===== src/rtl/dmem_arbiter.sv =====
// dmem_arbiter
// Shares the single data-memory port between the core load/store port
// (requester C) and the memory loader/DMA engine (requester L).
//
// Arbitration order, evaluated combinationally every cycle:
//   1. A locked loader burst keeps the port while lReq stays high.
//   2. A loader that has waited MAX_WAIT cycles is force-granted.
//   3. Otherwise the core wins.
//   4. Otherwise an uncontested loader request is granted.
//
// Ports
//   clk, rst            system clock, synchronous active-high reset
//   cReq/cWen/cAddr/cWdata/cSize   core request fields
//   cGnt                core access performed this cycle
//   cRdata/cRvalid      registered core read data and its one-cycle valid pulse
//   lReq/lWen/lAddr/lWdata/lSize   loader request fields
//   lLock               loader asks to keep the port across consecutive accesses
//   lGnt                loader access performed this cycle
//   lRdata/lRvalid      registered loader read data and its one-cycle valid pulse
//   memAddr/memWdata/memSize/memWen  muxed request toward dmem
//   memRdata            dmem read data, combinational on memAddr
module dmem_arbiter #(
   parameter int MAX_WAIT = 4
) (
   input  logic        clk,
   input  logic        rst,

   input  logic        cReq,
   input  logic        cWen,
   input  logic [31:0] cAddr,
   input  logic [31:0] cWdata,
   input  logic [2:0]  cSize,
   output logic        cGnt,
   output logic [31:0] cRdata,
   output logic        cRvalid,

   input  logic        lReq,
   input  logic        lWen,
   input  logic [31:0] lAddr,
   input  logic [31:0] lWdata,
   input  logic [2:0]  lSize,
   input  logic        lLock,
   output logic        lGnt,
   output logic [31:0] lRdata,
   output logic        lRvalid,

   output logic [31:0] memAddr,
   output logic [31:0] memWdata,
   output logic [2:0]  memSize,
   output logic        memWen,
   input  logic [31:0] memRdata
);

   localparam int WAIT_W = $clog2(MAX_WAIT + 1);
   localparam logic [WAIT_W-1:0] WAIT_MAX = WAIT_W'(MAX_WAIT);
   localparam logic [WAIT_W-1:0] WAIT_ONE = WAIT_W'(1);

   typedef enum logic [1:0] {
      GNT_NONE,
      GNT_C,
      GNT_L
   } grant_e;

   grant_e grant;

   logic [WAIT_W-1:0] wait_cnt_q, wait_cnt_d;
   logic              lock_active_q, lock_active_d;
   logic [31:0]       c_rdata_q, c_rdata_d;
   logic [31:0]       l_rdata_q, l_rdata_d;
   logic              c_rvalid_q, c_rvalid_d;
   logic              l_rvalid_q, l_rvalid_d;

   // Grant decision. Reset suppresses every grant so nothing reaches
   // dmem while the block is being reset, whatever the requesters do.
   always_comb begin
      grant = GNT_NONE;
      if (!rst) begin
         if (lock_active_q && lReq) begin
            grant = GNT_L;
         end else if ((wait_cnt_q == WAIT_MAX) && lReq) begin
            grant = GNT_L;
         end else if (cReq) begin
            grant = GNT_C;
         end else if (lReq) begin
            grant = GNT_L;
         end
      end
   end

   // Memory-side mux. With no grant the address/data lines follow the
   // core so downstream MMIO decode sees a stable, core-owned address;
   // memWen is forced low so an idle cycle can never write.
   always_comb begin
      cGnt     = (grant == GNT_C);
      lGnt     = (grant == GNT_L);
      memAddr  = cAddr;
      memWdata = cWdata;
      memSize  = cSize;
      memWen   = 1'b0;
      case (grant)
         GNT_C: begin
            memWen = cWen;
         end
         GNT_L: begin
            memAddr  = lAddr;
            memWdata = lWdata;
            memSize  = lSize;
            memWen   = lWen;
         end
         default: begin
            memWen = 1'b0;
         end
      endcase
   end

   // Next-state logic. The wait counter measures how long a pending
   // loader request has been passed over and saturates so the forced
   // grant condition stays true until the loader actually gets in.
   // The lock only arms after a granted locked access, so the first
   // access of a burst still arbitrates normally; it drops as soon as
   // the loader releases either lLock or lReq.
   always_comb begin
      wait_cnt_d    = wait_cnt_q;
      lock_active_d = lock_active_q;
      c_rdata_d     = c_rdata_q;
      l_rdata_d     = l_rdata_q;
      c_rvalid_d    = 1'b0;
      l_rvalid_d    = 1'b0;

      if (lGnt) begin
         wait_cnt_d = '0;
      end else if (lReq && (wait_cnt_q != WAIT_MAX)) begin
         wait_cnt_d = wait_cnt_q + WAIT_ONE;
      end

      if (!lLock || !lReq) begin
         lock_active_d = 1'b0;
      end else if (lGnt) begin
         lock_active_d = 1'b1;
      end

      if (cGnt && !cWen) begin
         c_rdata_d  = memRdata;
         c_rvalid_d = 1'b1;
      end

      if (lGnt && !lWen) begin
         l_rdata_d  = memRdata;
         l_rvalid_d = 1'b1;
      end
   end

   // State registers with synchronous reset.
   always_ff @(posedge clk) begin
      if (rst) begin
         wait_cnt_q    <= '0;
         lock_active_q <= 1'b0;
         c_rdata_q     <= '0;
         l_rdata_q     <= '0;
         c_rvalid_q    <= 1'b0;
         l_rvalid_q    <= 1'b0;
      end else begin
         wait_cnt_q    <= wait_cnt_d;
         lock_active_q <= lock_active_d;
         c_rdata_q     <= c_rdata_d;
         l_rdata_q     <= l_rdata_d;
         c_rvalid_q    <= c_rvalid_d;
         l_rvalid_q    <= l_rvalid_d;
      end
   end

   assign cRdata  = c_rdata_q;
   assign cRvalid = c_rvalid_q;
   assign lRdata  = l_rdata_q;
   assign lRvalid = l_rvalid_q;

endmodule


===== config.mk =====
export PLATFORM = sky130hd
export DESIGN_NAME = dmem_arbiter
export DESIGN_NICKNAME = d
export VERILOG_FILES = /design/src/rtl/dmem_arbiter.sv
export SDC_FILE = /design/constraint.sdc
export NUM_CORES = 1
export LEC_CHECK = 0
export BUFFER_PORTS_ARGS = -buffer_cell sky130_fd_sc_hd__buf_2
export CAP_MARGIN = 10
export CORE_AREA = 4 4 118 120
export DETAILED_ROUTE_END_ITERATION = 10
export DIE_AREA = 0 0 122 124
export GPL_TIMING_DRIVEN = 0
export PLACE_DENSITY_LB_ADDON = 0.25
export REMOVE_ABC_BUFFERS = 1
export SETUP_SLACK_MARGIN = 0.5
export SYNTH_ARGS = -nofsm -noshare
export SYNTH_HDL_FRONTEND = slang
export SYNTH_SLANG_ARGS = --single-unit

===== constraint.sdc =====
create_clock -name clk -period 2.2 [get_ports clk]
set_input_delay 0.11 -clock clk [delete_from_list [all_inputs] [get_ports clk]]
set_output_delay 0.11 -clock clk [all_outputs]
set_load 0.01 [all_outputs]

* Yosys cells after proc, flatten, opt, wreduce, memory -nomap -nowiden
Cells that the tools add are included.
** Word-level totals
- Register bits after elaboration :: 70
- Output and inout port bits :: 136
- Word-level logic and storage cells :: 34
** Operators by class
- Add/sub/neg operators :: 1
- Equal/unequal tests :: 4
- Multiplexer cells :: 11
- Reduce and logical (&&, ||, !) cells :: 12
** Operators with widths (number)
- two-way mux 32 bit :: 2
- two-way mux 2 bit :: 5
- logical AND 1 bit :: 5
- logical NOT 1 bit :: 4
- OR reduction 2 bit :: 2
- adder 3 x 1 -> 3 bit (second input constant) :: 1
- == test 3 bit (second input constant) :: 1
- two-way mux 3 bit :: 1
- inequality test 3 bit (second input constant) :: 1
- == test 2 x 1 -> 1 bit (second input constant) :: 1
- == test 2 bit (second input constant) :: 1
- two-way mux 1 bit :: 2
- one-hot mux 1 bit (2 select lines) :: 1
- logical OR 1 bit :: 1

* Longest topological paths before layout
- Depth in word-level cells :: 8
- Depth in mapped cells :: 12
- Depth with buffers taken out :: 9

* Least setup slack after synthesis
OpenSTA, ideal clock, no wires.
- Path kind :: register -> register
- Start :: register wait_cnt_q[0]
- End :: register l_rdata_q[10], in the netlist lRdata[10]
- Arrival :: 1.919 ns
- Slack :: 0.149 ns
- Stages on the path, launching flop included :: 13
- Clock period less this slack :: 2.051 ns
- Path through :: dfxtp_1 > inv_1 > ha_1 > a21oi_1 > nand2b_1 > nand3b_1 > ha_1 > buf_2 > and2b_1 > buf_4 > buf_6 > nand2_1 > a21oi_1
** Between the ends
- Cells in the longest elaborated chain, start to end :: 7
** RTL lines
- start, declared :: RTL line 66 : logic [WAIT_W-1:0] wait_cnt_q, wait_cnt_d;
- start signal, assigned :: RTL line 163 : wait_cnt_q <= wait_cnt_d;
- == test 3 bit :: RTL line 80 : end else if ((wait_cnt_q == WAIT_MAX) && lReq) begin
- logical AND 1 bit :: RTL line 80
- two-way mux 2 bit :: RTL line 80
- two-way mux 2 bit :: RTL line 78 : if (lock_active_q && lReq) begin
- two-way mux 2 bit :: RTL line 77 : if (!rst) begin
- == test 2 bit :: RTL line 95 : lGnt = (grant == GNT_L);
- named net lGnt :: RTL line 43 : output logic lGnt,
- logical AND 1 bit :: RTL line 147 : if (lGnt && !lWen) begin
- end signal, assigned :: RTL line 166 : l_rdata_q <= l_rdata_d;
- end, declared :: RTL line 69 : logic [31:0] l_rdata_q, l_rdata_d;
The timed path passes the listed nets, and every way through them passes these cells.
A chain may end at the register's enable or synchronous reset.

* Final worst setup path
- Start :: register wait_cnt_q[1]
- End :: output port memAddr[22]
** Between the ends
- Cells in the longest elaborated chain, start to end :: 7
** RTL lines
- == test 3 bit :: RTL line 80
- logical AND 1 bit :: RTL line 80
- two-way mux 2 bit :: RTL line 80
- two-way mux 2 bit :: RTL line 78
- two-way mux 2 bit :: RTL line 77
- == test 2 bit :: RTL line 100 : case (grant)
- two-way mux 32 bit :: RTL line 100
- end, declared :: RTL line 47 : output logic [31:0] memAddr,
Every way passes these cells.

==> results.yml <==
drt:
  wl_per_cell_um: 19.4
  drtPass1Iterations: 4
  drt_iter0_markers: 219
  num_vias: 4289
  drc: 0
  antenna_left: 0
  routed_wl_um: 17900
  avgViaCountPerCell: 4.65
layout:
  fillers: 1215
  drive_gt1_frac: 0.698
  num_antenna_cells: 0
  fin_nets: 919
  synthToLayoutAreaGrowth_pct: 99.4
  instances_no_fill: 922
  post-route-util: 0.517
  design_area_sq_mm: 0.00671
global_routing:
  grt_pass1_wl_um: 24300
  grt_usage: 0.218
  grt_overflow: 0
  antenna_found_initial: 4
  grt_pass1_vias: 4315
  grt_max_degree: 73
timing:
  slew_violations: 0
  fin_crit_ns: 2.35
  final.setup.worst_slack_ns: -0.146
  max_clock_freq_ghz: 0.426
  slew_headroom: 0.500
  worst_slew_pin_slew_ns: 0.749
  setup_violations: 95
  rsz0062_at_grt: "yes"
  period_share: 1.07
  finalClockSkew_ns: 0.00562
  whs_ns: 0.0295
  finalHoldViolations: 0
floorplan:
  ios: 309
  dieArea_sq_mm: 0.0151
  initial_utilization: 0.259
  dieWidth_um: 122
  coreArea_sq_mm: 0.0130
  die-height_um: 124
  rows: 42
logic_synthesis:
  synthTopCellsByArea: "dfxtp_1, mux2_2, nand2_1"
  ys_top_cells_by_count: "nand2_1, dfxtp_1, mux2_2, a21oi_1, buf_2"
  yosysSeqAreaShare: 0.417
  yosysWarnings: 0
  ys_types: 25
  async_flop_share: 0
  synth_most_common_cell: "nand2_1"
  synth_top_area_share: 0.417
  ys_ff_latch: 70
  synth_ff_type: "dfxtp_1"
  synth_enable_flop_cells: 0
  syn_area_per_cell_sq_um: 8.54
  netlist_area_sq_mm: 0.00336
  synth_top_area_cell: "dfxtp_1"
  syn_inst: 394
clocking:
  ctsHoldBuffers: 0
  insertion_delay_ns: 0.33
  clk_pin_slew_ns: 0.05
  clock-sinks: 70
  numCtsBuffers: 9
  cts_root_buf: "clkbuf_16"
  cts_htree_levels: 3
  clockBufferDepth: 2
  cts_tree: "done"
placement:
  dp_hpwl_um: 11400
  dp.cells: 848
  gp_congestion: 0.930
  numPortBuffers: 308
  place_area_sq_mm: 0.00501
power:
  leakage_nw: 3.15
  vdd_drop_max_uv: 273
  powerDensity_mw_per_mm2: 520
critical_path:
  crit_slowest_cell: "dfxtp_2"
  cpLargestDelayFamily: "buffers and inverters"
  endpoint_kind: "output pin"
  worst-setup-path-type: "reg2out"
  max_stage_delay_ns: 0.33
  crit_chain: "inv_2, ha_4, a21oi_2, nand2b_4, nand3b_1, ha_4, buf_12, buf_12, mux2_4, buf_6"
  worst_ep_required_time_ns: 2.09
  start_kind: "flop"
  regToRegSetupSlack_ns: -0.06
  critPathMaxFanout: 6
  path_buf_inv: 4
  critPathArrivalTime_ns: 2.24
  regToRegStartpoint: "wait_cnt_q[1]"
  cp-startpoint: "wait_cnt_q[1]"
status:
  violations: "setup timing"
  status: "finished, violations left"
run:
  drv_cap: 0
min_path:
  hold_path_class: "in2reg"
  holdCritStartpoint: "memRdata[14]"
-- worst paths after layout --
kind	cells after the start	to
worst max-delay path	10	memAddr[22]
worst max register to register	15	lRdata[13]
worst min-delay path	3	lRdata[14]
worst min register to register	2	lRdata[31]
-- state kept, by name (all words and copies together), names as in the netlist --
register / count
cRdata: 32
cRvalid: 1
lRdata: 32
lRvalid: 1
lock_active_q: 1
wait_cnt_q: 3
-- area by class of cell --
cell class	instances	area (sq um)	share of cell area
repair buffers	364	2720	0.406
clock inverters	3	21.3	0.00317
clock buffers	13	240	0.0358
flip-flops and latches	70	1400	0.209
well taps	176	220	0.0328
multi-input cells	293	2090	0.312
inverters	3	11.3	0.00168
-- worst reg2reg max path, stage by stage, from the launching register on --
cell      delay [ns]
dfxtp_2         0.33
inv_2           0.05
ha_4            0.16
a21oi_2         0.14
nand2b_4        0.14
nand3b_1        0.13
ha_4            0.24
buf_12          0.14
buf_4           0.13
buf_8           0.12
nand2b_4        0.09
buf_12          0.13
buf_12          0.10
buf_12          0.11
nand2_1         0.05
a21oi_1         0.14
-- power by group --
part           switching (W)  total [W]  internal (W)
sequential         0.0000225    0.00133       0.00130
combinational       0.000382   0.000873      0.000491
clock               0.000524    0.00129      0.000764
-- placed cells by master, fill, tap and decap left out, types with 2 or more instances in the layout --
master and instances:
nor2b_4 2, ha_4 3, mux2_4 3, nor2_1 5, nand2_1 75, buf_8 5
and2b_4 4, buf_12 17, nand2_2 47, mux2_2 64, a21oi_1 63, buf_2 268
inv_2 3, clkbuf_16 10, nor3_1 2, nand2b_4 3, nand2_4 7, buf_16 10
buf_6 51, clkbuf_1 4, a21oi_2 3, dfxtp_2 2, dfxtp_1 68, buf_4 12
-- through the flow --
stage               power, W  setup TNS (ns)  setup slack (ns)
global route         0.00364          -13.20            -0.197
CTS                  0.00349           -6.01            -0.134
floorplan            0.00160         -150.84             -1.89
global placement     0.00194         -313.99             -3.47
finish               0.00349           -6.80            -0.146
detailed placement   0.00195         -107.62             -1.48
-- routing by layer --
metal,share of wire,vias to the layer above,routed length (um),track usage
met3,0.077,25,1390,0.0540
met5,0.0031,-,55,0
met1,0.36,2023,6530,0.238
li1,-,2022,-,-
met2,0.54,211,9640,0.414
met4,0.017,8,296,0.0637
-- what timing repair did --
action,in CTS,in global routing
endpoints found under the setup margin,139,139
cloned,12,2
setup buffers,39,5
gates resized for setup,119,44
hold endpoints to repair,0,0
pin swaps,49,27
-- cell families after synthesis --
logic type / share of synthesized area
AO/OA/AOI/OAI: 0.109
flip-flops: 0.417
adder cells (fa/ha/maj): 0.0186
XOR/XNOR: 0.00260
buffers and inverters: 0.0554
multiplexers: 0.227
AND/OR/NAND/NOR: 0.171
Note: power is estimated with default switching activity, not from simulation.
